`src/rtl/sa_tile_scheduler_if.sv`:
```
// Handshake bundle for sa_tile_scheduler: job control, systolic-array wrapper handshake,
// tile indices and the downstream tile handshake. Signal directions are named from the scheduler's side.
interface sa_tile_scheduler_if #(
  parameter int TILE_R = 4,
  parameter int TILE_C = 4
);
  localparam int RW = (TILE_R > 1) ? $clog2(TILE_R) : 1;
  localparam int CW = (TILE_C > 1) ? $clog2(TILE_C) : 1;

  logic          i_start;
  logic          i_abort;
  logic          i_sa_out_vld;
  logic          i_tile_rdy;
  logic          o_sa_start;
  logic          o_sa_sync_rstn;
  logic [RW-1:0] o_row_idx;
  logic [CW-1:0] o_col_idx;
  logic          o_tile_vld;
  logic          o_busy;
  logic          o_done;
  logic          o_err;

  modport slave (
    input  i_start, i_abort, i_sa_out_vld, i_tile_rdy,
    output o_sa_start, o_sa_sync_rstn, o_row_idx, o_col_idx,
           o_tile_vld, o_busy, o_done, o_err
  );

  modport master (
    output i_start, i_abort, i_sa_out_vld, i_tile_rdy,
    input  o_sa_start, o_sa_sync_rstn, o_row_idx, o_col_idx,
           o_tile_vld, o_busy, o_done, o_err
  );
endinterface

```
`src/rtl/sa_tile_scheduler.sv`:
```
// Walks a TILE_R x TILE_C output-tile grid through one systolic array: clear, start, wait, hand off.
// Optional RUN-state watchdog enabled by defining SA_SCHED_TIMEOUT_EN.
module sa_tile_scheduler #(
  parameter int TILE_R      = 4,
  parameter int TILE_C      = 4,
  parameter int TIMEOUT_CYC = 1023
) (
  input  logic                i_clk,
  input  logic                i_asyn_rstn,
  sa_tile_scheduler_if.slave  bus
);
  localparam int RW = (TILE_R > 1) ? $clog2(TILE_R) : 1;
  localparam int CW = (TILE_C > 1) ? $clog2(TILE_C) : 1;
  localparam logic [RW-1:0] ROW_LAST = RW'(TILE_R - 1);
  localparam logic [CW-1:0] COL_LAST = CW'(TILE_C - 1);

  if (TILE_R < 1 || TILE_C < 1 || TIMEOUT_CYC < 1) begin : g_bad_cfg
    $error("sa_tile_scheduler: TILE_R, TILE_C and TIMEOUT_CYC must all be >= 1");
  end

  typedef enum logic [2:0] {
    S_IDLE,
    S_CLR,
    S_LOAD,
    S_RUN,
    S_ACK,
    S_DONE
  } state_e;

  state_e        r_state;
  state_e        w_next;
  logic [RW-1:0] r_row;
  logic [CW-1:0] r_col;
  logic          w_start_ok;
  logic          w_accept;
  logic          w_last;
  logic          w_timeout;
  logic          w_err;

  logic          w_sa_start;
  logic          w_sa_sync_rstn;
  logic          w_tile_vld;
  logic          w_busy;
  logic          w_done;

  assign w_start_ok = (r_state == S_IDLE) && bus.i_start;
  assign w_last     = (r_row == ROW_LAST) && (r_col == COL_LAST);
  assign w_accept   = (r_state == S_ACK) && bus.i_tile_rdy && !bus.i_abort;

`ifdef SA_SCHED_TIMEOUT_EN
  localparam int WDW = $clog2(TIMEOUT_CYC + 1);

  logic [WDW-1:0] r_wd;
  logic           r_err;

  // Held at zero outside RUN, so every RUN entry starts counting from zero.
  always_ff @(posedge i_clk or negedge i_asyn_rstn) begin
    if (!i_asyn_rstn)          r_wd <= '0;
    else if (r_state != S_RUN) r_wd <= '0;
    else                       r_wd <= r_wd + 1'b1;
  end

  assign w_timeout = (r_state == S_RUN) && !bus.i_sa_out_vld &&
                     (r_wd == WDW'(TIMEOUT_CYC - 1));

  always_ff @(posedge i_clk or negedge i_asyn_rstn) begin
    if (!i_asyn_rstn)                  r_err <= 1'b0;
    else if (w_start_ok)               r_err <= 1'b0;
    else if (w_timeout && !bus.i_abort) r_err <= 1'b1;
  end

  assign w_err = r_err;
`else
  assign w_timeout = 1'b0;
  assign w_err     = 1'b0;
`endif

  // NOTE: sequential state uses non-blocking assignments so every register samples pre-edge values.
  always_ff @(posedge i_clk or negedge i_asyn_rstn) begin
    if (!i_asyn_rstn) r_state <= S_IDLE;
    else              r_state <= w_next;
  end

  always_comb begin
    // NOTE: default assignment first, so no path leaves w_next unassigned and no latch is inferred.
    w_next = r_state;
    if (r_state != S_IDLE && bus.i_abort) begin
      w_next = S_IDLE;
    end else begin
      case (r_state)
        S_IDLE: if (bus.i_start) w_next = S_CLR;
        S_CLR:  w_next = S_LOAD;
        S_LOAD: w_next = S_RUN;
        S_RUN: begin
          if (bus.i_sa_out_vld) w_next = S_ACK;
          else if (w_timeout)   w_next = S_IDLE;
        end
        S_ACK:  if (bus.i_tile_rdy) w_next = w_last ? S_DONE : S_CLR;
        S_DONE: w_next = S_IDLE;
        default: w_next = S_IDLE;
      endcase
    end
  end

  // Column index is the inner loop; row advances when the column wraps.
  always_ff @(posedge i_clk or negedge i_asyn_rstn) begin
    if (!i_asyn_rstn) begin
      r_row <= '0;
      r_col <= '0;
    end else if (w_start_ok) begin
      r_row <= '0;
      r_col <= '0;
    end else if (w_accept && !w_last) begin
      if (r_col == COL_LAST) begin
        r_col <= '0;
        r_row <= r_row + 1'b1;
      end else begin
        r_col <= r_col + 1'b1;
      end
    end
  end

  always_comb begin
    w_sa_start     = 1'b0;
    w_sa_sync_rstn = 1'b1;
    w_tile_vld     = 1'b0;
    w_busy         = 1'b0;
    w_done         = 1'b0;
    case (r_state)
      S_IDLE: w_sa_sync_rstn = 1'b0;
      S_CLR: begin
        w_sa_sync_rstn = 1'b0;
        w_busy         = 1'b1;
      end
      S_LOAD: begin
        w_sa_start = 1'b1;
        w_busy     = 1'b1;
      end
      S_RUN:  w_busy = 1'b1;
      S_ACK: begin
        w_tile_vld = 1'b1;
        w_busy     = 1'b1;
      end
      S_DONE: w_done = 1'b1;
      default: w_sa_sync_rstn = 1'b0;
    endcase
  end

  assign bus.o_sa_start     = w_sa_start;
  assign bus.o_sa_sync_rstn = w_sa_sync_rstn;
  assign bus.o_tile_vld     = w_tile_vld;
  assign bus.o_busy         = w_busy;
  assign bus.o_done         = w_done;
  assign bus.o_err          = w_err;
  assign bus.o_row_idx      = r_row;
  assign bus.o_col_idx      = r_col;
endmodule

```
`src/flat_wrapper.sv`:
```
// flat-port wrapper written by rule: the top's interface ports become plain ports
module sa_tile_scheduler_flat 
#(
  parameter int TILE_R      = 4,
  parameter int TILE_C      = 4,
  parameter int TIMEOUT_CYC = 1023
)
  (i_clk, i_asyn_rstn, bus_i_start, bus_i_abort, bus_i_sa_out_vld, bus_i_tile_rdy, bus_o_sa_start, bus_o_sa_sync_rstn, bus_o_row_idx, bus_o_col_idx, bus_o_tile_vld, bus_o_busy, bus_o_done, bus_o_err);
  sa_tile_scheduler_if #(.TILE_R(TILE_R), .TILE_C(TILE_C)) bus_i ();
  input  logic i_clk;
  input  logic i_asyn_rstn;
  input wire logic [$bits(bus_i.i_start)-1:0] bus_i_start;
  input wire logic [$bits(bus_i.i_abort)-1:0] bus_i_abort;
  input wire logic [$bits(bus_i.i_sa_out_vld)-1:0] bus_i_sa_out_vld;
  input wire logic [$bits(bus_i.i_tile_rdy)-1:0] bus_i_tile_rdy;
  output wire logic [$bits(bus_i.o_sa_start)-1:0] bus_o_sa_start;
  output wire logic [$bits(bus_i.o_sa_sync_rstn)-1:0] bus_o_sa_sync_rstn;
  output wire logic [$bits(bus_i.o_row_idx)-1:0] bus_o_row_idx;
  output wire logic [$bits(bus_i.o_col_idx)-1:0] bus_o_col_idx;
  output wire logic [$bits(bus_i.o_tile_vld)-1:0] bus_o_tile_vld;
  output wire logic [$bits(bus_i.o_busy)-1:0] bus_o_busy;
  output wire logic [$bits(bus_i.o_done)-1:0] bus_o_done;
  output wire logic [$bits(bus_i.o_err)-1:0] bus_o_err;
  assign bus_i.i_start = bus_i_start;
  assign bus_i.i_abort = bus_i_abort;
  assign bus_i.i_sa_out_vld = bus_i_sa_out_vld;
  assign bus_i.i_tile_rdy = bus_i_tile_rdy;
  assign bus_o_sa_start = bus_i.o_sa_start;
  assign bus_o_sa_sync_rstn = bus_i.o_sa_sync_rstn;
  assign bus_o_row_idx = bus_i.o_row_idx;
  assign bus_o_col_idx = bus_i.o_col_idx;
  assign bus_o_tile_vld = bus_i.o_tile_vld;
  assign bus_o_busy = bus_i.o_busy;
  assign bus_o_done = bus_i.o_done;
  assign bus_o_err = bus_i.o_err;
  sa_tile_scheduler #(.TILE_R(TILE_R), .TILE_C(TILE_C), .TIMEOUT_CYC(TIMEOUT_CYC)) u_core (.i_clk(i_clk), .i_asyn_rstn(i_asyn_rstn), .bus(bus_i));
endmodule
```
`config.mk`:
```
export PLATFORM = sky130hd
export DESIGN_NAME = sa_tile_scheduler_flat
export DESIGN_NICKNAME = d
export VERILOG_FILES = /design/src/rtl/sa_tile_scheduler_if.sv /design/src/rtl/sa_tile_scheduler.sv /design/src/flat_wrapper.sv
export SDC_FILE = /design/constraint.sdc
export NUM_CORES = 1
export LEC_CHECK = 0
export CAP_MARGIN = 20
export CORE_AREA = 2 2 39 41
export CTS_CLUSTER_DIAMETER = 40
export DETAILED_ROUTE_END_ITERATION = 6
export DIE_AREA = 0 0 41 43
export PLACE_DENSITY_LB_ADDON = 0.12
export SKIP_LAST_GASP = 1
export SLEW_MARGIN = 20
export SYNTH_ARGS = -nofsm -noshare
export SYNTH_HDL_FRONTEND = slang
export SYNTH_SLANG_ARGS = --single-unit
```
`constraint.sdc`:
```
create_clock -name i_clk -period 1.6 [get_ports i_clk]
set_input_delay 0.16 -clock i_clk [delete_from_list [all_inputs] [get_ports i_clk]]
set_output_delay 0.16 -clock i_clk [all_outputs]
set_load 0.005 [all_outputs]
```
== After elaboration in Yosys (flattened, before gate mapping) ==
Index checks and enable logic that the tools add are counted.

* Memories: 0
* Latch bits: 0
* Memory bits (read-only): 0
* Bits in writable memories: 0
* Logic and storage cells: 48
* Bits of input ports: 6
* Output and inout port bits: 10
* Register bits: 7

* Shifts and indexed selects: 0
* Mux-type cells: 17
* Equal/unequal tests: 10
* $mul: 0
* Reduce and logical (&&, ||, !) cells: 16
* Bitwise gates (word level): 0
* Add/subtract/negate cells: 2
* Order comparisons: 0
* Divide/modulo/power cells: 0

{| class="wikitable"
|+ Operator list
! kind !! number
|-
| $mux W3 || 5
|-
| $pmux W3 S5 || 1
|-
| $mux W2 || 6
|-
| $reduce_or A4 Y1 || 2
|-
| $eq A3 B2 Y1 const B || 2
|-
| $eq A3 B3 Y1 const B || 2
|-
| $logic_and A1 B1 Y1 || 6
|-
| $ne A3 B3 Y1 const B || 2
|-
| $mux W1 || 5
|-
| $add A2 B1 Y2 const B || 2
|-
| $eq A2 B2 Y1 const B || 2
|-
| $reduce_bool A2 Y1 || 2
|-
| $eq A3 B1 Y1 const B || 1
|-
| $logic_not A3 Y1 || 1
|-
| $ne A3 B2 Y1 const B || 1
|-
| $reduce_and A3 Y1 || 1
|-
| $reduce_bool A3 Y1 || 1
|-
| $logic_not A1 Y1 || 2
|-
| $reduce_and A2 Y1 || 1
|}

== Depth between registers and ports, before layout ==
Gate-level depths: netlist (run 1).

* Depth in word-level cells: 6
* Depth in mapped cells: 5
* Mapped depth without buffers: 4

== Worst setup path before layout (run 1) ==
Ideal clock, no wire load.

* Path kind: register to register
* Start point: register u_core.r_state[1]
* End point: register u_core.r_col[0] (netlist: u_core.bus.o_col_idx[0])
* Arrival time: 1.495 ns
* Period minus slack after synthesis: 1.615 ns
* Path slack: -0.015 ns
* Path buffers: 1
* Setup time: 0.120 ns
* Data required time: 1.480 ns
* Cell stages (with the launch flop): 5
* Cell sequence: dfrtp_1 > buf_6 > or3b_4 > or3b_4 > a31o_1

* Cells in the longest elaborated chain, start to end: 5
* Elaborated cells between the ends (all ways): 8
* Those cells by class: eq/ne: 1; mux: 1; reduce/logical: 6

{| class="wikitable"
|+ RTL lines
! what !! RTL line !! text
|-
| start, declared || sa_tile_scheduler.sv:30 || <nowiki>state_e r_state;</nowiki>
|-
| start signal, assigned || sa_tile_scheduler.sv:81 || <nowiki>else r_state <= w_next;</nowiki>
|-
| $eq A3 B3 Y1 || sa_tile_scheduler.sv:48 || <nowiki>assign w_accept = (r_state == S_ACK) && bus.i_tile_rdy && !bus.i_abort;</nowiki>
|-
| $logic_and A1 B1 Y1 (2 in series) || sa_tile_scheduler.sv:48 ||
|-
| $logic_and A1 B1 Y1 || sa_tile_scheduler.sv:113 || <nowiki>end else if (w_accept && !w_last) begin</nowiki>
|-
| $reduce_bool A2 Y1 (no line) || - ||
|-
| end signal, assigned || sa_tile_scheduler.sv:118 || <nowiki>r_col <= r_col + 1'b1;</nowiki>
|-
| end, declared || sa_tile_scheduler.sv:33 || <nowiki>logic [CW-1:0] r_col;</nowiki>
|}

Parallel ways exist; a longest one is shown, timed or not.
A chain may end at the register's enable or synchronous reset.

== Worst setup path after layout (run 1) ==
Ends and elaborated chain as after synthesis.

==> out/results.tsv, run 1 <==
metric	value	unit
status	finished, final reports clean	
reg2reg_to	u_core.bus.o_col_idx[0]	
max_cap_violations	0	
clock_path_buffers	2	
cts_hold_buf	0	
root_buffer	clkbuf_4	
crit_required	1.75	ns
grt_first_pass_wirelength	1750	µm
critPathArrivalTime	1.74	ns
synth_edf_count	0	
nFillCells	128	
crit_type	flip-flop to flip-flop	
drive_gt1_share	27.0	%
crit_top_cell	or3b_4	
rsz0062_at_grt	yes	
ys_seq_elements	7	
r2r-start	u_core.r_state[1]	
synth-xor-area-share	3.57	%
fin_hold_ws	0.170	ns
finalSetupViolCount	0	
core	0.00138	mm²
cts_buffers	3	
syn_to_final_growth	48.0	%
totalWireLength	1130	µm
die_width	41	µm
setup-tns-final	0	ns
ant_nets	0	
wl_per_cell	12.6	µm
synth_top_family_by_area	simple AND/OR/NAND/NOR gates	
synth.distinct_cells	28	
yosys_warnings	0	
power_switching_share	32.9	%
seq_power_share	30.2	%
htree_levels	1	
gr-usage-all-layers	15.2	%
syn_inst	50	
routabilityCongestion	0.709	
vdd_drop_max	0.354	mV
crit_slowest_cell	dfrtp_1	
async_flop_share	100	%
reg2reg_slack	0.009	ns
synth_ff_type	dfrtp_1	
grt_remaining_overflow	0	
syn_area	490	µm²
internal_power	0.491	mW
regArea	175	µm²
clk_pin_slew	0.06	ns
diodes	0	
place_ws	0.00807	ns
muxShareOfSynthArea	2.04	%
powerDensity	1010	mW/mm²
synth-adder-area-share	5.10	%
multi_input_area	280	µm²
grt_pass1_vias	426	
min_period	1.59	ns
report.final.slew_viol_count	0	
dr.first_iter.drc_count	2	
hold_class	input port to async pin	
ff2ff_path_depth	4	
clock_latency	0.26	ns
period_share	99.5	%
startpoint_type	flip-flop	
cts_sinks	7	
fmax	628	MHz
start_util	35.4	%
yosysSeqAreaShare	35.7	%
vias_per_cell	5.16	
leakagePower	0.370	nW
skew	0.00347	ns
dieArea	0.00176	mm²
dieHeight	43	µm
combPwrFrac	46.5	%
crit_path_max_incr_delay	0.40	ns
cts_tree	yes	
finalWorstSetupSlack	0.00871	ns
layout.nets	83	
grt_max_degree	9	
ioPinCount	16	
synth_nets	58	
synth-simple-area-share	31.9	%
first_pass_iters	2	
synth_compound_area_share	12.5	%
syn_avg_cell_area	9.81	µm²
io_buffer_count	14	
power_frac_clock	23.2	%
critPathMaxFanout	5	
drc_errors	0	
antenna_found_initial	0	
vias	464	
finalHoldViolations	0	
end_kind	flip-flop	
crit_path_cell_trace	or3b_4, buf_6, or3b_4, a31o_1	
rows	14	
p_sw	0.240	mW
[sequential cells by signal, indices dropped and copies added, names as in the netlist]
register              count
u_core.bus.o_row_idx      2
u_core.bus.o_col_idx      2
u_core.r_state            3
[cell families (layout without fill, tap and decap cells)]
family,count (synthesis),after routing
flip-flops,7,7
XOR/XNOR,2,2
other,1,1
AND/OR/NAND/NOR,23,23
AO/OA/AOI/OAI,8,8
adder cells (fa/ha/maj),2,2
multiplexers,1,1
buffers and inverters,6,30
[stage by stage]
| stage | power [mW] | std cells | instance area [µm²] | util, % |
|---|---|---|---|---|
| global placement | 0.542 | 82 | 662 | 47.8 |
| finish | 0.731 | 90 | 726 | 52.4 |
| global route | 0.784 | 90 | 726 | 52.4 |
| detailed placement | 0.537 | 82 | 662 | 47.8 |
| CTS | 0.735 | 90 | 719 | 52.0 |
| floorplan | 0.400 | 50 | 490 | - |
[layer usage]
metal	track usage, %	routed length (µm)	share of wire, %
met2	22.8	529	47
met4	10.0	34	3.0
met3	3.66	67	5.9
met1	18.0	499	44
met5	0	0	0
[worst max-delay path: cells and delay by family, from the launching register on]
| family | cells | cell delay (ns) |
|---|---|---|
| AOI/OAI and AO/OA | 1 | 0.18 |
| and+or+nand+nor | 2 | 0.77 |
| DFF | 1 | 0.40 |
| buffers and inverters | 1 | 0.14 |
[cell type report]
class | instances | area share [%]
Sequential cell | 7 | 24.1
Inverter | 2 | 1.03
Timing Repair Buffer | 24 | 29.8
Tap cell | 16 | 2.76
Clock buffer | 4 | 3.62
Multi-Input combinational cell | 37 | 38.6
[power groups by stage]
stage,combinational (mW),sequential [mW],clock (mW)
global route,0.373,0.224,0.186
global placement,0.318,0.224,0
floorplan,0.167,0.234,0
detailed placement,0.314,0.224,0
CTS,0.336,0.222,0.177
finish,0.340,0.221,0.170
[worst max-delay path by stage]
stage,endpoint,slack [ns],from
6_report,u_core.bus.o_col_idx[0],0.009,u_core.r_state[1]
5_1_grt,u_core.bus.o_col_idx[0],-0.02,u_core.r_state[1]
4_1_cts,u_core.bus.o_col_idx[0],-0.09,u_core.r_state[1]
3_5_place_dp,u_core.bus.o_row_idx[0],0.008,bus_i_start
3_3_place_gp,u_core.bus.o_col_idx[0],0.04,bus_i_start
2_1_floorplan,u_core.bus.o_col_idx[0],0.007,u_core.r_state[1]
[cell usage after synthesis (2+ instances only)]
cell      n  share of area (%)
ha_1      2                5.1
nand4b_1  2                3.6
dfrtp_1   7                 36
nor2_1    2                1.5
or3b_4    2                4.6
inv_1     2                1.5
nor4_1    2                2.6
o311ai_0  2                3.6
a21oi_1   2                2.0
buf_6     2                4.6
nand2_1   4                3.1
nand2b_1  5                6.4
[what timing repair did]
item | 4_1_cts | 5_1_grt
gates resized for setup | 6 | 5
setup buffers | 4 | 0
endpoints found under the setup margin | 5 | 5
endpoints found under the hold margin | 0 | 0
pin swaps | 1 | 2
[placed cells by master (no fill, tap or decap), types with 2 or more instances in the layout]
master,count
a21oi_1,2
buf_4,8
buf_6,2
clkbuf_4,3
clkdlybuf4s50_1,9
dfrtp_1,7
dlygate4sd2_1,3
ha_1,2
inv_1,2
nand2_1,4
nand2b_1,5
nand4b_1,2
nor4_1,2
o311ai_0,2
or3b_4,2
Note: power is estimated with default switching activity, not from simulation.
==> run 2, diff against run 1 <==
--- a/config.mk
+++ b/config.mk
@@ -10,7 +10,7 @@
 export CTS_CLUSTER_DIAMETER = 40
 export DETAILED_ROUTE_END_ITERATION = 6
 export DIE_AREA = 0 0 41 43
-export PLACE_DENSITY_LB_ADDON = 0.12
+export PLACE_DENSITY = 0.7
 export SKIP_LAST_GASP = 1
 export SLEW_MARGIN = 20
 export SYNTH_ARGS = -nofsm -noshare
==> out/results.tsv, run 2 (synthesis results as in run 1) <==
metric	value	unit
finalWorstSetupSlack	0.0162	ns
place_ws	-0.00479	ns
regMostFlops	u_core.r_state	
finalHoldViolations	0	
ant_nets	0	
grt_first_pass_wirelength	1640	µm
start_util	35.4	%
dieArea	0.00176	mm²
critPathArrivalTime	1.72	ns
final_cell_mix	9 x clkdlybuf4s50_1, 7 x dfrtp_1, 6 x buf_4, 5 x nand2b_1, 5 x dlygate4sd2_1	
end_kind	flip-flop	
layout.nets	80	
grt_remaining_overflow	0	
largest_reg_flops	3	
startpoint_type	flip-flop	
diodes	0	
cts_sinks	7	
status	finished, final reports clean	
max_cap_violations	0	
clock_path_buffers	2	
vdd_drop_max	0.617	mV
stdcell_count	87	
reg2reg_to	u_core.bus.o_col_idx[0]	
io_buffer_count	14	
critPathMaxFanout	5	
cts_tree	yes	
final_common_cell	clkdlybuf4s50_1	
cts_buffers	3	
skew	0.000362	ns
fmax	631	MHz
drive_gt1_share	23.9	%
hold_class	input port to async pin	
leakagePower	0.339	nW
rsz0062_at_grt	yes	
numPlacedInstances	82	
grt_pass1_vias	407	
die_width	41	µm
fin_hold_ws	0.169	ns
drc_errors	0	
finalSetupViolCount	0	
report.final.slew_viol_count	0	
vias_per_cell	5.16	
power	0.685	mW
clk_pin_slew	0.05	ns
gr-usage-all-layers	13.9	%
wl_per_cell	12.4	µm
routabilityCongestion	0.718	
dpl.hpwl	833	µm
root_buffer	clkbuf_4	
totalWireLength	1080	µm
reg2reg_slack	0.02	ns
htree_levels	1	
crit_required	1.74	ns
min_period	1.58	ns
first_pass_iters	4	
grt_max_degree	11	
r2r-start	u_core.r_state[0]	
dieHeight	43	µm
crit_type	flip-flop to flip-flop	
rows	14	
vias	449	
powerDensity	980	mW/mm²
endpoint	u_core.bus.o_col_idx[0]	
syn_to_final_growth	42.6	%
antenna_found_initial	0	
setup-tns-final	0	ns
clock_latency	0.25	ns
period_share	99.0	%
ioPinCount	16	
core	0.00138	mm²
ff2ff_path_depth	4	
crit_start	u_core.r_state[0]	
nFillCells	142	
dr.first_iter.drc_count	7	
[run 2: per-stage QoR]
step / util [%] / cell area (µm²)
after global placement: 47.8 / 662
after detailed placement: 47.8 / 662
final: 50.5 / 699
after CTS: 50.0 / 692
after global routing: 50.5 / 699
after floorplan: - / 490
[run 2: how the worst min path moves through the flow]
stage                 from  cells after the start  slack [ns]                 endpoint
2_1_floorplan  i_asyn_rstn                      0       -0.14  u_core.bus.o_col_idx[0]
3_3_place_gp   i_asyn_rstn                      1        0.45  u_core.bus.o_row_idx[0]
3_5_place_dp   i_asyn_rstn                      1        0.45  u_core.bus.o_col_idx[1]
4_1_cts        i_asyn_rstn                      1        0.19  u_core.bus.o_col_idx[1]
5_1_grt        i_asyn_rstn                      1        0.18  u_core.bus.o_row_idx[1]
6_report       i_asyn_rstn                      1        0.17  u_core.bus.o_row_idx[1]
[run 2: final cells by class]
class	count	area, µm²	share of cell area (%)
inverter	2	7.51	1.07
tap	16	20.0	2.86
sequential	7	175	25.0
multi-input combinational	37	280	40.1
timing repair buffer	21	190	27.2
clock buffer	4	26.3	3.76
[run 2: power breakdown]
part | leakage, nW | internal [mW] | switching (mW)
Clock | 0.0150 | 0.0950 | 0.0622
Sequential | 0.0947 | 0.204 | 0.0155
Combinational | 0.230 | 0.165 | 0.144
[run 2: repair_timing]
action | 4_1_cts | 5_1_grt
setup buffers | 1 | 0
hold buffers | 0 | 0
setup endpoints to repair | 5 | 3
gates resized for setup | 7 | 2
pin swaps | 1 | 2
[run 2: routing by layer]
metal  wire (µm)  vias to the layer above  share of wire, %  GRT usage, %
met1         469                      216                44          16.3
met2         555                       10                51          21.9
met4           0                        0                 0          2.00
met5           0                        -                 0             0
li1            -                      223                 -             -
met3          53                        0               4.9          7.85
[run 2: critical path, cell delays in order, from the launching register on]
cell	delay, ns
dfrtp_1	0.37
or3b_4	0.41
buf_6	0.14
or3b_4	0.38
a31o_1	0.18
